File: src/rtl/edulent_pkg.sv
// Shared types and default widths for the Edulent program memory slice.
package edulent_pkg;

    localparam int EDULENT_ADDR_W = 8;
    localparam int EDULENT_DATA_W = 8;

    typedef enum logic [1:0] {
        IDLE  = 2'd0,
        CLEAR = 2'd1,
        LOAD  = 2'd2,
        RUN   = 2'd3
    } mem_state_t;

endpackage

File: src/rtl/edulent_ram.sv
// Storage array: combinational read port, one synchronous write port.
module edulent_ram
    import edulent_pkg::*;
#(
    parameter int ADDR_W = EDULENT_ADDR_W,
    parameter int DATA_W = EDULENT_DATA_W
) (
    input  logic              clk_i,
    input  logic              we_i,
    input  logic [ADDR_W-1:0] waddr_i,
    input  logic [DATA_W-1:0] wdata_i,
    input  logic [ADDR_W-1:0] raddr_i,
    output logic [DATA_W-1:0] rdata_o
);

    logic [DATA_W-1:0] mem_q [2**ADDR_W];

    always_ff @(posedge clk_i) begin
        if (we_i) begin
            mem_q[waddr_i] <= wdata_i;
        end
    end

    // Unregistered on purpose: the data path latches MD one cycle after MA.
    assign rdata_o = mem_q[raddr_i];

endmodule

File: src/rtl/edulent_program_memory.sv
// Edulent program memory with byte-stream loader that holds the CPU in reset while loading.
// Optional EDULENT_MEM_CLEAR_EN zeroes the whole array before each load.
module edulent_program_memory
    import edulent_pkg::*;
#(
    parameter int ADDR_W = EDULENT_ADDR_W,
    parameter int DATA_W = EDULENT_DATA_W
) (
    input  logic              i_clk,
    input  logic              i_rstn,
    input  logic [ADDR_W-1:0] i_mem_addr,
    input  logic              i_mem_write_enable,
    input  logic [DATA_W-1:0] i_mem_data_write,
    output logic [DATA_W-1:0] o_mem_data_read,
    input  logic              i_load_start,
    input  logic [ADDR_W:0]   i_load_len,
    input  logic              i_load_valid,
    input  logic [DATA_W-1:0] i_load_data,
    output logic              o_load_ready,
    output logic              o_load_done,
    output logic              o_cpu_rstn
);

    mem_state_t        state_q;
    logic [ADDR_W-1:0] ptr_q;
    logic [ADDR_W-1:0] ptr_d;
    logic [ADDR_W:0]   count_q;
    logic [ADDR_W:0]   count_d;
    logic [ADDR_W:0]   len_q;
    logic              ready_q;
    logic              done_q;
    logic              cpu_rstn_q;
    logic              handshake;

    logic              ram_we;
    logic [ADDR_W-1:0] ram_addr;
    logic [DATA_W-1:0] ram_data;

    assign ptr_d     = ptr_q + 1'b1;
    assign count_d   = count_q + 1'b1;
    assign handshake = (state_q == LOAD) && ready_q && i_load_valid;

    always_ff @(posedge i_clk) begin
        if (!i_rstn) begin
            state_q    <= IDLE;
            ptr_q      <= '0;
            count_q    <= '0;
            len_q      <= '0;
            ready_q    <= 1'b0;
            done_q     <= 1'b0;
            cpu_rstn_q <= 1'b0;
        end else begin
            done_q <= 1'b0;
            case (state_q)
                IDLE, RUN: begin
                    if (i_load_start) begin
                        len_q   <= i_load_len;
                        ptr_q   <= '0;
                        count_q <= '0;
`ifdef EDULENT_MEM_CLEAR_EN
                        state_q    <= CLEAR;
                        ready_q    <= 1'b0;
                        cpu_rstn_q <= 1'b0;
`else
                        if (i_load_len == '0) begin
                            state_q    <= RUN;
                            done_q     <= 1'b1;
                            cpu_rstn_q <= 1'b1;
                        end else begin
                            state_q    <= LOAD;
                            ready_q    <= 1'b1;
                            cpu_rstn_q <= 1'b0;
                        end
`endif
                    end
                end
`ifdef EDULENT_MEM_CLEAR_EN
                CLEAR: begin
                    // ptr wraps back to 0 on the last clear write, ready for LOAD.
                    ptr_q <= ptr_d;
                    if (ptr_q == '1) begin
                        if (len_q == '0) begin
                            state_q    <= RUN;
                            done_q     <= 1'b1;
                            cpu_rstn_q <= 1'b1;
                        end else begin
                            state_q <= LOAD;
                            ready_q <= 1'b1;
                        end
                    end
                end
`endif
                LOAD: begin
                    if (count_q == len_q) begin
                        state_q    <= RUN;
                        done_q     <= 1'b1;
                        cpu_rstn_q <= 1'b1;
                        ready_q    <= 1'b0;
                    end else if (handshake) begin
                        ptr_q   <= ptr_d;
                        count_q <= count_d;
                        // Drop ready with the last byte so no extra byte is accepted.
                        if (count_d == len_q) begin
                            ready_q <= 1'b0;
                        end
                    end
                end
                default: begin
                    state_q <= IDLE;
                end
            endcase
        end
    end

    // Write-port ownership: CPU in RUN, loader otherwise; nothing is written during reset.
    always_comb begin
        ram_we   = 1'b0;
        ram_addr = i_mem_addr;
        ram_data = i_mem_data_write;
        if (i_rstn) begin
            case (state_q)
                RUN: begin
                    ram_we = i_mem_write_enable;
                end
                LOAD: begin
                    ram_we   = handshake;
                    ram_addr = ptr_q;
                    ram_data = i_load_data;
                end
`ifdef EDULENT_MEM_CLEAR_EN
                CLEAR: begin
                    ram_we   = 1'b1;
                    ram_addr = ptr_q;
                    ram_data = '0;
                end
`endif
                default: begin
                    ram_we = 1'b0;
                end
            endcase
        end
    end

    edulent_ram #(
        .ADDR_W (ADDR_W),
        .DATA_W (DATA_W)
    ) u_ram (
        .clk_i   (i_clk),
        .we_i    (ram_we),
        .waddr_i (ram_addr),
        .wdata_i (ram_data),
        .raddr_i (i_mem_addr),
        .rdata_o (o_mem_data_read)
    );

    assign o_load_ready = ready_q;
    assign o_load_done  = done_q;
    assign o_cpu_rstn   = cpu_rstn_q;

endmodule
File: config.mk
export PLATFORM = sky130hd
export DESIGN_NAME = edulent_program_memory
export DESIGN_NICKNAME = d
export VERILOG_FILES = /design/src/rtl/edulent_pkg.sv /design/src/rtl/edulent_ram.sv /design/src/rtl/edulent_program_memory.sv
export SDC_FILE = /design/constraint.sdc
export NUM_CORES = 2
export LEC_CHECK = 0
export CORE_MARGIN = 2
export CORE_UTILIZATION = 25
export CTS_CLUSTER_SIZE = 16
export DETAILED_ROUTE_END_ITERATION = 10
export PLACE_DENSITY_LB_ADDON = 0.05
export SLEW_MARGIN = 20
export SYNTH_ARGS = -nofsm -noshare
export SYNTH_HDL_FRONTEND = slang
export SYNTH_SLANG_ARGS = --single-unit
File: constraint.sdc
create_clock -name i_clk -period 7.36 [get_ports i_clk]
set_input_delay 1.472 -clock i_clk [delete_from_list [all_inputs] [get_ports i_clk]]
set_output_delay 1.472 -clock i_clk [all_outputs]
set_load 0.01 [all_outputs]
== After elaboration in Yosys (flattened, before gate mapping) ==
Memory sizes are Yosys's and may differ from the RTL's.
Index checks and enable logic that the tools add are counted.

* Equality and inequality tests: 11
* Add/subtract/negate cells: 2
* Reductions and logical operators: 11
* Multiplexer cells: 33

{| class="wikitable"
|+ Operators with widths
! cell !! count
|-
| 2-to-1 mux 8 bit || 7
|-
| 2-to-1 mux 9 bit || 3
|-
| == test 9 bit || 2
|-
| case mux 9 bit (2 select lines) || 1
|-
| case mux 8 bit (2 select lines) || 1
|-
| 2-to-1 mux 1 bit || 14
|-
| adder 9 x 1 -> 9 bit (second input constant) || 1
|-
| logical NOT 9 bit || 1
|-
| adder 8 x 1 -> 8 bit (second input constant) || 1
|-
| inequality test 2 bit (second input constant) || 4
|-
| case mux 1 bit (2 select lines) || 4
|-
| AND reduction 5 bit || 1
|-
| == test 2 bit (second input constant) || 2
|-
| 2-to-1 mux 2 bit || 2
|-
| case mux 2 bit (2 select lines) || 1
|-
| AND reduction 2 bit || 2
|-
| AND reduction 4 bit || 1
|-
| inequality test 3 x 1 -> 1 bit (second input constant) || 1
|-
| inequality test 3 x 2 -> 1 bit (second input constant) || 1
|-
| AND reduction 3 bit || 1
|-
| logical AND 1 bit || 2
|-
| logical NOT 2 bit || 1
|-
| inequality test 2 x 1 -> 1 bit (second input constant) || 1
|-
| nonzero test 2 bit || 1
|-
| OR reduction 2 bit || 1
|}

* Bits in registers: 31
* Input bits: 38
* Logic and storage cells: 65
* Memories: 1
* Bits in writable memories: 2048

{| class="wikitable"
|+ Memories
! name !! words !! width !! read ports !! clocked after Yosys merged registers in !! write ports !! RTL line !! RTL
|-
| u_ram.mem_q || 256 || 8 || 1 || 0 || 1 || edulent_ram.sv:16 || <nowiki>logic [DATA_W-1:0] mem_q [2**ADDR_W];</nowiki>
|}

== Longest topological paths before layout ==
* Depth after elaboration: 7
* Mapped depth: 11

== Hierarchy ==
A second synthesis with hierarchy kept.

* Cell total of the unflattened synthesis: 3971
* Area, all modules: 81498.2 um^2

{| class="wikitable"
|+ Modules (own cells, without submodules)
! module !! area an instance (um^2) !! cells an instance !! instances
|-
| edulent_ram || 79396.1 || 3725 || 1
|-
| edulent_program_memory || 2102.0 || 246 || 1
|}

== Least setup slack after synthesis ==
Ideal clock, no wire load.

* Path type: input to register
* From: input port i_rstn
* To: memory u_ram.mem_q[0][0] (netlist name) (data pin)
* Library setup time: 823 ps
* Required time: 6537 ps
* Path buffers: 2
* Arrival time: 5357 ps
* Stages: 6
* Setup slack: 1180 ps
* Path through: clkbuf_1 -> inv_1 -> nor2_1 -> clkbuf_1 -> nand2_1 -> nand2_1

* Longest elaborated chain between the ends: 1

{| class="wikitable"
|+ RTL lines
! item !! RTL line !! RTL
|-
| start: declaration || edulent_program_memory.sv:10 || <nowiki>input logic i_rstn,</nowiki>
|-
| 2-to-1 mux 8 bit || edulent_program_memory.sv:120 || <nowiki>if (i_rstn) begin</nowiki>
|-
| via ram_data[0] || edulent_program_memory.sv:37 || <nowiki>logic [DATA_W-1:0] ram_data;</nowiki>
|-
| end: declaration || edulent_ram.sv:16 ||
|}

The timed path passes the listed nets, and every way through them passes these cells.

== Worst setup path in the final report ==
* From: input port i_mem_addr[7]
* To: output port o_mem_data_read[7]

* Longest elaborated chain between the ends: 1

{| class="wikitable"
|+ RTL lines
! item !! RTL line !! RTL
|-
| start: declaration || edulent_program_memory.sv:11 || <nowiki>input logic [ADDR_W-1:0] i_mem_addr,</nowiki>
|-
| memory (256 x 8 bit) || - ||
|-
| end: declaration || edulent_program_memory.sv:14 || <nowiki>output logic [DATA_W-1:0] o_mem_data_read,</nowiki>
|}

No other way between the ends.

==> reports/metrics.csv <==
stage,metric,value,unit
synth,Post-synth EDFFs,2048,
sta,Hold Fails Final Rpt,0,
route,Via density,4.565,
synth,Netlist cell types,61,
sta,Rel. slew slack,25.58,%
hold_path,worst hold stages,2,
sta,worst-case clock skew,0.06273,ns
power,leakage dissipation,0.03042,uW
clock_network,CTS H-tree depth,4,
clock_network,Root Buffer,clkbuf_16,
worst_setup_path,required time of the worst setup path,5.89,ns
synth,Synth Cell Area,81220,um^2
power,Seq pwr share,49.2,%
worst_setup_path,FF-to-FF path depth,6,
floorplanning,initial core utilization,25.09,%
global_routing,grt ovf,0,
clock_network,CTS tree,built,
route,average wire per standard cell,30.35,um
worst_setup_path,Crit Path Class,in -> out,
power,peak supply drop,0.1775,mV
worst_setup_path,CP startpoint kind,input pin,
global_routing,initial antenna violation count,22,
final_layout,P&R area growth vs syn,20.01,%
floorplanning,row cnt,209,
worst_setup_path,Critical Path Sink Type,primary output,
power,Net Sw Frac,23.63,%
clock_network,cts repair resizes,0,
synth,"Seq/Total Area, Yosys",76.48,%
clock_network,Post-CTS Setup Repair Bufs,0,
placement,DP Wirelength,176.3,mm
route,drt drc,0,
power,Gate power share,7.5,%
worst_setup_path,CP max-delay cell,clkdlybuf4s50_1,
worst_setup_path,crit-path cells,clkdlybuf4s50_1 -> nand2_1 -> a21oi_1 -> buf_4 -> a211oi_1 -> buf_4 -> nor4_1 -> nor4_2 -> clkdlybuf4s50_1,
final_layout,layout cells sized above 1,26.92,%
power,switching power,6441,uW
final_layout,Layout Utilization,30.11,%
route,drt pass-1 iters,8,
sta,max-slew violations,0,
global_routing,GRT Util Overall,16.44,%
floorplanning,die area,329500,um^2
synth,Synth Flop Type,edfxtp_1,
synth,Cells after Synth,4015,
sta,fin crit share,97.50,%
clock_network,"Hold-fix buffers, CTS",0,
sta,Fmax,0.1394,GHz
placement,Placer Congestion,0.7588,
final_layout,# nets final,4557,
worst_setup_path,CP max FO,9,
synth,Async SR Flop Fraction,0,%
sta,Final Setup Violations,0,
sta,RSZ-0062 raised after global routing,no,
power,Clock power frac,43.3,%
floorplanning,number of I/O pins,49,
placement,Buffers on Ports,48,
clock_network,CTS Buf Count,244,
clock_network,Clock Sinks,2079,
hold_path,Hold Crit Class,reg -> reg,
floorplanning,Die H,574.0,um
power,pwr/cell area,279.6,nW/um^2
sta,Worst-Margin Slew,1.116,ns
sta,hold slack,0.4723,ns
final_layout,fillers,31750,
synth,"Avg Cell Area, Syn",20.23,um^2
synth,Yosys reg bits,2079,
clock_network,CTS Buffer Depth,4,
run,max-cap viol count,0,
worst_setup_path,max incr delay on CP,1.11,ns
floorplanning,die width,574.0,um
worst_setup_path,instance count on the critical path,9,
sta,Final Critical Period,7.176,ns
power,Power Total,27260,uW
final_layout,fin area,97470,um^2
floorplanning,Core ar.,323700,um^2
global_routing,number of global-route vias before repair,43470,
outcome,status,"complete, no violations",
route,total wire length,274.5,mm
clock_network,"Clk pin slew, worst setup/hold paths",0.05,ns
clock_network,Clock Latency Late Sink,0.93,ns
route,via count,41290,
power,internal power component,20820,uW
route,Iter 0 DRT Violations,3299,
worst_setup_path,Crit path max-delay family,buffers and inverters,
placement,area of placed instances,89790,um^2
global_routing,first-pass GRT wire length,379.4,mm
synth,Mapped Nets,4058,
synth,YS warnings,0,
route,Antenna Violating Nets Remaining,0,
worst_setup_path,Crit path arrival time,5.70,ns
worst_setup_path,Worst Path Buf+Inv,4,
global_routing,largest net degree at the start of global routing,161,
## cells by family (layout without fill, tap and decap cells)
group,Yosys count,count (layout),share of synthesized area (%)
buffers and inverters,251,947,1.926
AOI/OAI and AO/OA,487,487,4.115
other,0,8,0
muxes,579,579,13.98
adders and majority gates,5,5,0.07702
xor gates and xnor gates,18,18,0.1941
and+or+nand+nor,596,596,3.230
DFF,2079,2079,76.48
## metal layers
metal | wire length [um] | share of wire [%] | global-route usage (%) | up-vias
met1 | 130300 | 47 | 23.90 | 22510
met4 | 4869 | 1.8 | 3.065 | 0
met2 | 129400 | 47 | 26.50 | 803
met5 | 0 | 0 | 0 | -
li1 | - | - | - | 17700
met3 | 9850 | 3.6 | 2.011 | 274
## tightest hold or removal path: stages (launching register included)
cell	delay, ns
dfxtp_1	0.31
nand2_1	0.06
a21oi_1	0.05
## layout by cell type (no fill, tap or decap), types with 8 or more instances in the layout
| master | synthesis | layout |
|---|---|---|
| clkinv_1 | 0 | 71 |
| clkinv_2 | 0 | 36 |
| nor3_1 | 16 | 16 |
| clkbuf_16 | 0 | 249 |
| clkbuf_1 | 94 | 53 |
| clkdlybuf4s50_1 | 0 | 44 |
| edfxtp_1 | 2048 | 2048 |
| diode_2 | 0 | 8 |
| o22ai_1 | 28 | 28 |
| nand3b_1 | 9 | 9 |
| dfxtp_1 | 31 | 31 |
| xnor2_1 | 11 | 11 |
| o41ai_1 | 8 | 8 |
| nand2_1 | 121 | 95 |
| mux2i_1 | 134 | 134 |
| buf_4 | 30 | 394 |
| nand2_2 | 0 | 18 |
| buf_12 | 3 | 55 |
| o221ai_1 | 39 | 39 |
| nor2b_1 | 22 | 19 |
| mux4_2 | 444 | 444 |
| nand2_4 | 0 | 8 |
| a22oi_1 | 182 | 182 |
| or3_1 | 8 | 8 |
| nor2_1 | 324 | 322 |
| a211oi_1 | 38 | 38 |
| a21oi_1 | 119 | 119 |
| nand4_1 | 9 | 9 |
| o21ai_0 | 37 | 37 |
| bufinv_16 | 0 | 18 |
| nor4_1 | 21 | 18 |
| nand3_1 | 21 | 21 |
## state kept, by name, indices dropped and copies added, names as in the netlist
signal / flops
o_cpu_rstn: 1
o_load_done: 1
state_q: 2
ptr_q: 8
o_load_ready: 1
len_q: 9
u_ram.mem_q: 2048
count_q: 9
## power groups by stage
| stage | Clock (uW) | Sequential, uW | Combinational, uW |
|---|---|---|---|
| 4_1_cts | 12200 | 13400 | 2130 |
| 2_1_floorplan | 0 | 13800 | 977 |
| 3_5_place_dp | 0 | 13700 | 2130 |
| 3_3_place_gp | 0 | 13700 | 2120 |
| 5_1_grt | 12600 | 13400 | 2210 |
| 6_report | 11800 | 13400 | 2040 |
## metrics by stage
stage | TNS [ns] | cells | worst slack [ns]
4_1_cts | 0 | 9036 | 0.07311
6_report | 0 | 9044 | 0.1841
5_1_grt | 0 | 9038 | 0.06375
3_5_place_dp | 0 | 8593 | 0.08199
3_3_place_gp | -0.2289 | 8593 | -0.2289
2_1_floorplan | 0 | 4015 | 1.180
## cell usage after synthesis, types with 5 or more instances
master,count,area [um^2]
a211oi_1,38,285.3
a21oi_1,119,595.6
a22oi_1,182,1366
and2_1,5,31.28
and3_1,6,37.54
buf_2,71,355.3
buf_4,30,225.2
buf_6,27,304.0
buf_8,15,225.2
clkbuf_1,94,352.8
dfxtp_1,31,620.6
edfxtp_1,2048,61500
ha_1,5,62.56
inv_1,7,26.28
mux2i_1,134,1341
mux4_2,444,10000
nand2_1,121,454.2
nand2b_1,9,56.30
nand3_1,21,105.1
nand3b_1,9,67.56
nand4_1,9,56.30
nor2_1,324,1216
nor2b_1,22,137.6
nor3_1,16,80.08
nor4_1,21,131.4
o21ai_0,37,185.2
o221ai_1,39,341.6
o22ai_1,28,175.2
o41ai_1,8,70.07
or2_2,5,31.28
or3_1,8,50.05
or4_1,7,52.55
xnor2_1,11,96.34
xor2_1,7,61.31
## final timing paths
kind | start | end | slack (ns)
max | i_mem_addr[7] | o_mem_data_read[7] | 0.18
min reg2reg | len_q[8]$_SDFFE_PN0P_ | len_q[8]$_SDFFE_PN0P_ | 0.47
max reg2reg | state_q[1]$_SDFFE_PN0P_ | u_ram.mem_q[11][0]$_DFFE_PP_ | 2.62
min | len_q[8]$_SDFFE_PN0P_ | len_q[8]$_SDFFE_PN0P_ | 0.47
## final cells by class
class | count | area (um^2) | area share (%)
Clock inverter | 136 | 1161 | 1.191
Clock buffer | 307 | 6499 | 6.667
Inverter | 8 | 30.03 | 0.03081
Timing Repair Buffer | 496 | 4534 | 4.652
Tap cell | 4325 | 5411 | 5.552
Multi-Input combinational cell | 1685 | 17700 | 18.16
Antenna cell | 8 | 20.02 | 0.02054
Sequential cell | 2079 | 62120 | 63.73
No activity file was read; power rests on OpenSTA's default activity.
